==> config.mk <==
export PLATFORM = sky130hd
export DESIGN_NAME = slot_buffer
export DESIGN_NICKNAME = d
export VERILOG_FILES = /design/src/rtl/slot_buffer.sv
export SDC_FILE = /design/constraint.sdc
export NUM_CORES = 1
export LEC_CHECK = 0
export ABC_AREA = 0
export CAP_MARGIN = 40
export CELL_PAD_IN_SITES_DETAIL_PLACEMENT = 1
export CELL_PAD_IN_SITES_GLOBAL_PLACEMENT = 2
export CORE_MARGIN = 2
export CORE_UTILIZATION = 33
export CTS_BUF_LIST = sky130_fd_sc_hd__clkbuf_8
export DETAILED_ROUTE_END_ITERATION = 6
export PLACE_DENSITY = 0.85
export SLEW_MARGIN = 20
export SYNTH_ARGS = -nofsm -noshare
export SYNTH_HDL_FRONTEND = slang
export SYNTH_SLANG_ARGS = --single-unit
==> constraint.sdc <==
create_clock -name clk -period 3 [get_ports clk]
set_input_delay 0.6 -clock clk [delete_from_list [all_inputs] [get_ports clk]]
set_output_delay 0.6 -clock clk [all_outputs]
set_load 0.03 [all_outputs]
==> src/rtl/slot_buffer.sv <==
// Per-port compacted packet slot FIFO: pushes fill the lowest free slot and slot 0
// drains through a ready/valid port that waits a minimum gap between pops.
module slot_buffer #(
   parameter int SLOTS     = 6,
   parameter int DRAIN_GAP = 4
) (
   input  logic                         clk,
   input  logic                         rst_n,
   input  logic                         in_valid,
   input  logic [1:0]                   in_data,
   output logic                         in_ready,
   output logic                         out_valid,
   output logic [1:0]                   out_data,
   input  logic                         out_ready,
   output logic [3*SLOTS-1:0]           buffer_o,
   output logic [$clog2(SLOTS+1)-1:0]   level
);

   localparam int LW = $clog2(SLOTS + 1);
   localparam int TW = $clog2(DRAIN_GAP + 1);
   localparam int BW = 3 * SLOTS;

   typedef enum logic [1:0] {EMPTY, OFFER, GAP} state_t;

   state_t          state_q, state_d;
   logic [BW-1:0]   buf_q, buf_d;
   logic [LW-1:0]   level_q, level_d;
   logic [LW-1:0]   wr_idx;
   logic [TW-1:0]   timer_q, timer_d;
   logic            full, push, pop;

   assign full      = (level_q == LW'(SLOTS));
   assign out_valid = (state_q == OFFER);
   assign out_data  = buf_q[2:1];
   assign pop       = out_valid && out_ready;
   // A full buffer still accepts when slot 0 leaves in the same cycle.
   assign in_ready  = !full || pop;
   assign push      = in_valid && in_ready;
   assign buffer_o  = buf_q;
   assign level     = level_q;

   // NOTE: every signal written in always_comb gets a default first, so no path leaves it unassigned (no latch).
   always_comb begin
      buf_d   = buf_q;
      wr_idx  = pop ? level_q - LW'(1) : level_q;
      level_d = level_q + LW'(push) - LW'(pop);
      if (pop) begin
         buf_d = {3'b000, buf_q[BW-1:3]};
      end
      if (push) begin
         for (int k = 0; k < SLOTS; k++) begin
            if (LW'(k) == wr_idx) begin
               buf_d[3*k +: 3] = {in_data, 1'b1};
            end
         end
      end
   end

   always_comb begin
      state_d = state_q;
      timer_d = timer_q;
      case (state_q)
         EMPTY: begin
            if (push) state_d = OFFER;
         end
         OFFER: begin
            if (pop) begin
               if (level_q == LW'(1) && !push) begin
                  state_d = EMPTY;
               end else if (DRAIN_GAP > 1) begin
                  state_d = GAP;
                  timer_d = TW'(DRAIN_GAP - 1);
               end
            end
         end
         GAP: begin
            if (timer_q == TW'(1)) begin
               state_d = (level_d != '0) ? OFFER : EMPTY;
               timer_d = '0;
            end else begin
               timer_d = timer_q - TW'(1);
            end
         end
         default: state_d = EMPTY;
      endcase
   end

   // NOTE: sequential state uses non-blocking assignments so all registers update together at the edge.
   always_ff @(posedge clk or negedge rst_n) begin
      if (!rst_n) begin
         state_q <= EMPTY;
         buf_q   <= '0;
         level_q <= '0;
         timer_q <= '0;
      end else begin
         state_q <= state_d;
         buf_q   <= buf_d;
         level_q <= level_d;
         timer_q <= timer_d;
      end
   end

endmodule

==> metrics.txt, run 1 <==
Final ANT Viol Nets=0; Initial Util=0.346; Static Leak=0.983 nW; Max Slew Vio Count=0; Vias per Instance=4.86; Peak VDD IR=0.144 mV; syn_nets=140; All-Layer GR Usage=0.155; non-filler cells in the finished layout=212; register area share after synthesis=0.467; crit path launch type=flop; I/O Buffers=30; DRT iter0 DRCs=12; Synth Warn #=0; Filler cells=460; root buf cell=clkbuf_8; Hold Path Class=flop to flop; Die Y=69.0 um; first-pass GRT wire length=5430 um; most common cell after layout, fill and taps aside=clkdlybuf4s50_1; Highest Clock Rate=361 MHz; First-pass DRT Iterations=3; status=finished, final reports clean; CTS Buffer Depth=2; hold_sp=buffer_o[0]$_DFF_PN0_; # setup viols final=0; mapped cell area=1390 sq um; die width=69.0 um; GRT overflow=0; Top-Level Pins=31; Placed Cells=208; via count=1030; post-DP HPWL=2510 um; post-synthesis async set-or-reset flop share=1.00; post-synthesis cell count=126; Final Skew=0.00695 ns; Setup CP Type=flop to flop; RSZ-0062 raised after global routing=false; die area=4760 sq um; Mapped Avg Cell Area=11.1 sq um; clock transition at the registers of the reported paths=0.10 ns; H-tree depth=1; placement row count=23; area growth from synthesis to layout=32.6%; largest net degree at the start of global routing=27; Final Cycle Share=0.924; worst setup path start=level[0]$_DFF_PN0_; Primary FF master, synth=dfrtp_1; Clock Latency Late Sink=0.27 ns; power per cell area=359 nW/um^2; worst-margin pin slew=0.516 ns; Synth Register Bits=26; DRC=0; Tmin final=2.77 ns; ANT cells=0; Layout Nets=177; worst rel slew slack=0.653; CTS tree=done; CORE AREA=4030 sq um; CTS buffer count=3; GP Congestion=0.786; Worst Path Required=3.17 ns; WL/cell=15.6 um; crit-path max FO=5; Max Cap Violations=0; worst r2r src=level[0]$_DFF_PN0_; vias in the first global route=1143; initial antenna violation count=0; Final Core Density=0.459; CP endpoint kind=flop; clock tree sinks=26; setup tns final=0 ns; layout cells sized above 1=0.123; CP arrival=2.94 ns; hold buffer count at CTS=0; Fin Hold WS=0.504 ns; final hold vios=0; most frequent cells in the layout=28 x clkdlybuf4s50_1, 26 x dfrtp_1, 23 x mux2i_1; number of synthesized flops with an enable pin=0; Netlist cell types=30; final WL=3300 um
==> through the flow <==
stage | power (mW) | setup slack, ns | area (sq um)
final | 0.663 | 0.228 | 1850
after global placement | 0.377 | 0.0335 | 1770
after floorplan | 0.359 | 0.292 | 1390
after detailed placement | 0.377 | -0.152 | 1770
after global routing | 0.691 | 0.0104 | 1850
after CTS | 0.675 | 0.139 | 1840
==> critical path, stage by stage, from the launching register on <==
cell and delay [ns]:
dfrtp_1 0.45, inv_1 0.12, ha_1 0.23, nand2_1 0.12, o21a_4 0.14, inv_2 0.04, ha_1 0.26, inv_1 0.04
ha_1 0.19, fa_2 0.34, xor2_1 0.15, xnor2_1 0.21, nor3_1 0.10, o32ai_1 0.30
==> routing by layer <==
metal / GRT usage / wire [um]
met1: 0.193 / 1470
met2: 0.273 / 1710
met3: 0.0195 / 84
met4: 0.0588 / 26
met5: 0 / 0
==> worst paths after layout <==
path	to	slack [ns]	depth (start not counted)
worst max-delay path	state_q[0]$_DFFE_PN0P_	0.23	13
worst min-delay path	buffer_o[0]$_DFF_PN0_	0.50	2
max in group asynchronous	buffer_o[3]$_DFF_PN0_	2.05	2
worst min register to register	buffer_o[0]$_DFF_PN0_	0.50	2
worst max register to register	state_q[0]$_DFFE_PN0P_	0.23	13
min in group asynchronous	buffer_o[17]$_DFF_PN0_	0.69	2
==> cell families (layout without fill, tap and decap cells) <==
logic type | after synthesis | count (layout) | share of synthesized area
mux | 25 | 25 | 0.181
xor+xnor | 5 | 5 | 0.0314
compound gates | 10 | 10 | 0.0503
simple gates | 37 | 37 | 0.141
buf+inv | 15 | 51 | 0.0521
fa+ha+maj | 8 | 8 | 0.0772
flops | 26 | 26 | 0.467
==> repair_timing <==
| item | in CTS | in global routing |
|---|---|---|
| resized for setup | 0 | 2 |
| setup buffers | 0 | 0 |
| endpoints found under the setup margin | 0 | 1 |
==> sequential cells by signal, indices dropped and copies added, names as in the netlist <==
name,flops
level,3
timer_q,3
state_q,2
buffer_o,18
==> cell usage after synthesis, types with 2 or more instances <==
library cell / number / area share
mux2_2: 2 / 0.016
xnor2_1: 3 / 0.019
inv_2: 2 / 0.0054
nand2b_1: 3 / 0.013
nor2b_1: 2 / 0.0090
o21ai_0: 4 / 0.014
inv_1: 8 / 0.022
dfrtp_1: 26 / 0.47
mux2i_1: 23 / 0.17
a21oi_1: 2 / 0.0072
nand4_1: 4 / 0.018
nor3_1: 2 / 0.0072
nand3_1: 6 / 0.022
ha_1: 7 / 0.063
nand2_1: 15 / 0.040
xor2_1: 2 / 0.013
buf_4: 2 / 0.011
==> power by group <==
| part | internal (mW) | total (mW) | switching [mW] |
|---|---|---|---|
| logic | 0.00783 | 0.0189 | 0.0110 |
| registers | 0.350 | 0.350 | 0 |
| clock network | 0.179 | 0.294 | 0.115 |
| total | 0.537 | 0.663 | 0.126 |
==> cell type report <==
cell class,count,area [sq um],area share
Multi-Input combinational cell,85,673,0.364
Tap cell,50,62.6,0.0339
Inverter,10,37.5,0.0203
Clock buffer,3,41.3,0.0223
Sequential cell,26,651,0.352
Timing Repair Buffer,37,353,0.191
Clock inverter,1,30.0,0.0162
Power figures use the tool's default switching activity.
==> run 2, diff against run 1 <==
- MAX_ROUTING_LAYER: not set -> met4
==> metrics.txt, run 2 (synthesized netlist as in run 1, its figures left out) <==
hold_sp=buffer_o[0]$_DFF_PN0_; Peak VDD IR=0.144 mV (about the same); Placed Cells=208 (unchanged); most common cell after layout, fill and taps aside=clkdlybuf4s50_1; cell mode on critical path=ha_1; Worst Path Required=3.17 ns (about the same); CP max-delay cell=dfrtp_1; status=finished, final reports clean; First-pass DRT Iterations=3 (unchanged); Clock Latency Late Sink=0.27 ns (about the same); Final Cycle Share=0.924 (about the same); Max Slew Vio Count=0 (unchanged); CTS tree=done; post-DP HPWL=2510 um (unchanged); Final Skew=0.00693 ns (-0.0000249 ns); largest net degree at the start of global routing=27 (unchanged); All-Layer GR Usage=0.159 (+0.00401); Setup CP Type=flop to flop; via count=1030 (unchanged); most frequent cells in the layout=28 x clkdlybuf4s50_1, 26 x dfrtp_1, 23 x mux2i_1; GP Congestion=0.796 (+1.4%); CP arrival=2.94 ns (about the same); CORE AREA=4030 sq um (unchanged); routed wl met2=1720 um (+0.35%); # setup viols final=0 (unchanged); WL/cell=15.5 um (-0.52%); Highest Clock Rate=361 MHz (about the same); Static Leak=0.983 nW (unchanged); post-place setup slack=-0.152 ns (unchanged); ANT cells=0 (unchanged); Hold EP=buffer_o[0]$_DFF_PN0_; Post-DP Area=1770 sq um (unchanged); placement row count=23 (unchanged); final instance area=1850 sq um (unchanged); Max Cap Violations=0 (unchanged); slowest cell delay on critical path=0.45 ns (about the same); Worst Path Buf+Inv=3 (unchanged); Top-Level Pins=31 (unchanged); Final Core Density=0.459 (unchanged); H-tree depth=1 (unchanged); WHS Path Cells=2 (unchanged); Die Y=69.0 um (unchanged); final hold vios=0 (unchanged); CP endpoint kind=flop; Hold Path Class=flop to flop; hold buffer count at CTS=0 (unchanged); crit-path max FO=5 (unchanged); CTS Buffer Depth=2 (unchanged); RSZ-0062 raised after global routing=false; DRC=0 (unchanged); vias in the first global route=1145 (+0.17%); max FFs per register=18 (unchanged); RR Endpoint=state_q[0]$_DFFE_PN0P_; power per cell area=359 nW/um^2 (about the same); die width=69.0 um (unchanged); fin worst setup slack=0.227 ns (-0.00117 ns); DRT iter0 DRCs=18 (+6); die area=4760 sq um (unchanged); routed wl met3=83 um (-1.2%); Vias per Instance=4.86 (unchanged); Metal-1 WL=1450 um (-1.6%); clock transition at the registers of the reported paths=0.10 ns (about the same); Top Metal Used=met4; clock tree sinks=26 (unchanged); worst-margin pin slew=0.516 ns (-0.000356 ns); worst rel slew slack=0.653 (about the same); Worst R2R Setup Slack=0.23 ns (about the same); GRT overflow=0 (unchanged); CTS buffer count=3 (unchanged); Worst path top cell family by delay=adder cells; layout cells sized above 1=0.123 (unchanged); Final ANT Viol Nets=0 (unchanged); setup tns final=0 ns (unchanged); worst r2r src=level[0]$_DFF_PN0_; Layout Nets=177 (unchanged); Worst R2R Path Depth=13 (unchanged); final WL=3280 um (-0.52%); worst path cell trace=inv_1 -> ha_1 -> nand2_1 -> o21a_4 -> inv_2 -> ha_1 -> inv_1 -> ha_1 -> fa_2 -> xor2_1 -> xnor2_1 -> nor3_1 -> o32ai_1; Tmin final=2.77 ns (+0.00117 ns); first-pass GRT wire length=5420 um (-0.13%); area growth from synthesis to layout=32.6% (unchanged); initial antenna violation count=0 (unchanged); crit path launch type=flop; Initial Util=0.346 (unchanged); I/O Buffers=30 (unchanged); non-filler cells in the finished layout=212 (unchanged); Filler cells=460 (unchanged); root buf cell=clkbuf_8
## run 2: routing by layer
metal	GRT usage	vias up
met5	-	-
met4	0.0588	0
met3	0.0195	2
met2	0.273	13
met1	0.192	511
li1	-	504
## run 2: worst max path at each step
stage	start	endpoint	slack [ns]	depth (start not counted)
2_1_floorplan	level[0]$_DFF_PN0_	state_q[0]$_DFFE_PN0P_	0.29	13
3_3_place_gp	out_ready	state_q[0]$_DFFE_PN0P_	0.03	13
3_5_place_dp	out_ready	state_q[0]$_DFFE_PN0P_	-0.15	13
4_1_cts	out_ready	state_q[0]$_DFFE_PN0P_	0.14	13
5_1_grt	level[0]$_DFF_PN0_	state_q[0]$_DFFE_PN0P_	0.01	13
6_report	level[0]$_DFF_PN0_	state_q[0]$_DFFE_PN0P_	0.23	13
## run 2: layout make-up
class | count | area [sq um] | share of cell area
clock buffers | 3 | 41.3 | 0.0223
well taps | 50 | 62.6 | 0.0339
repair buffers | 37 | 353 | 0.191
inverters | 10 | 37.5 | 0.0203
clock inverters | 1 | 30.0 | 0.0162
multi-input cells | 85 | 673 | 0.364
flip-flops and latches | 26 | 651 | 0.352
## run 2: timing repair
action,in CTS,in global routing
setup endpoints to repair,0,1
resized for setup,0,2
setup buffers,0,0
## run 2: per-stage QoR
step                      total power, mW  hold slack [ns]
after floorplan                     0.359            0.304
after global placement              0.377            0.479
after detailed placement            0.377            0.481
after CTS                           0.675            0.507
after global routing                0.691            0.569
final                               0.663            0.504
## run 2: power by group
part           total [mW]  switching, mW  internal [mW]
Clock               0.294          0.115          0.179
Combinational      0.0189         0.0110        0.00783
Sequential          0.350              0          0.350
## run 2: worst register-to-register path, stage by stage (launching register included)
cell	delay (ns)
dfrtp_1	0.45
inv_1	0.12
ha_1	0.23
nand2_1	0.12
o21a_4	0.14
inv_2	0.04
ha_1	0.26
inv_1	0.04
ha_1	0.19
fa_2	0.34
xor2_1	0.15
xnor2_1	0.21
nor3_1	0.10
o32ai_1	0.30
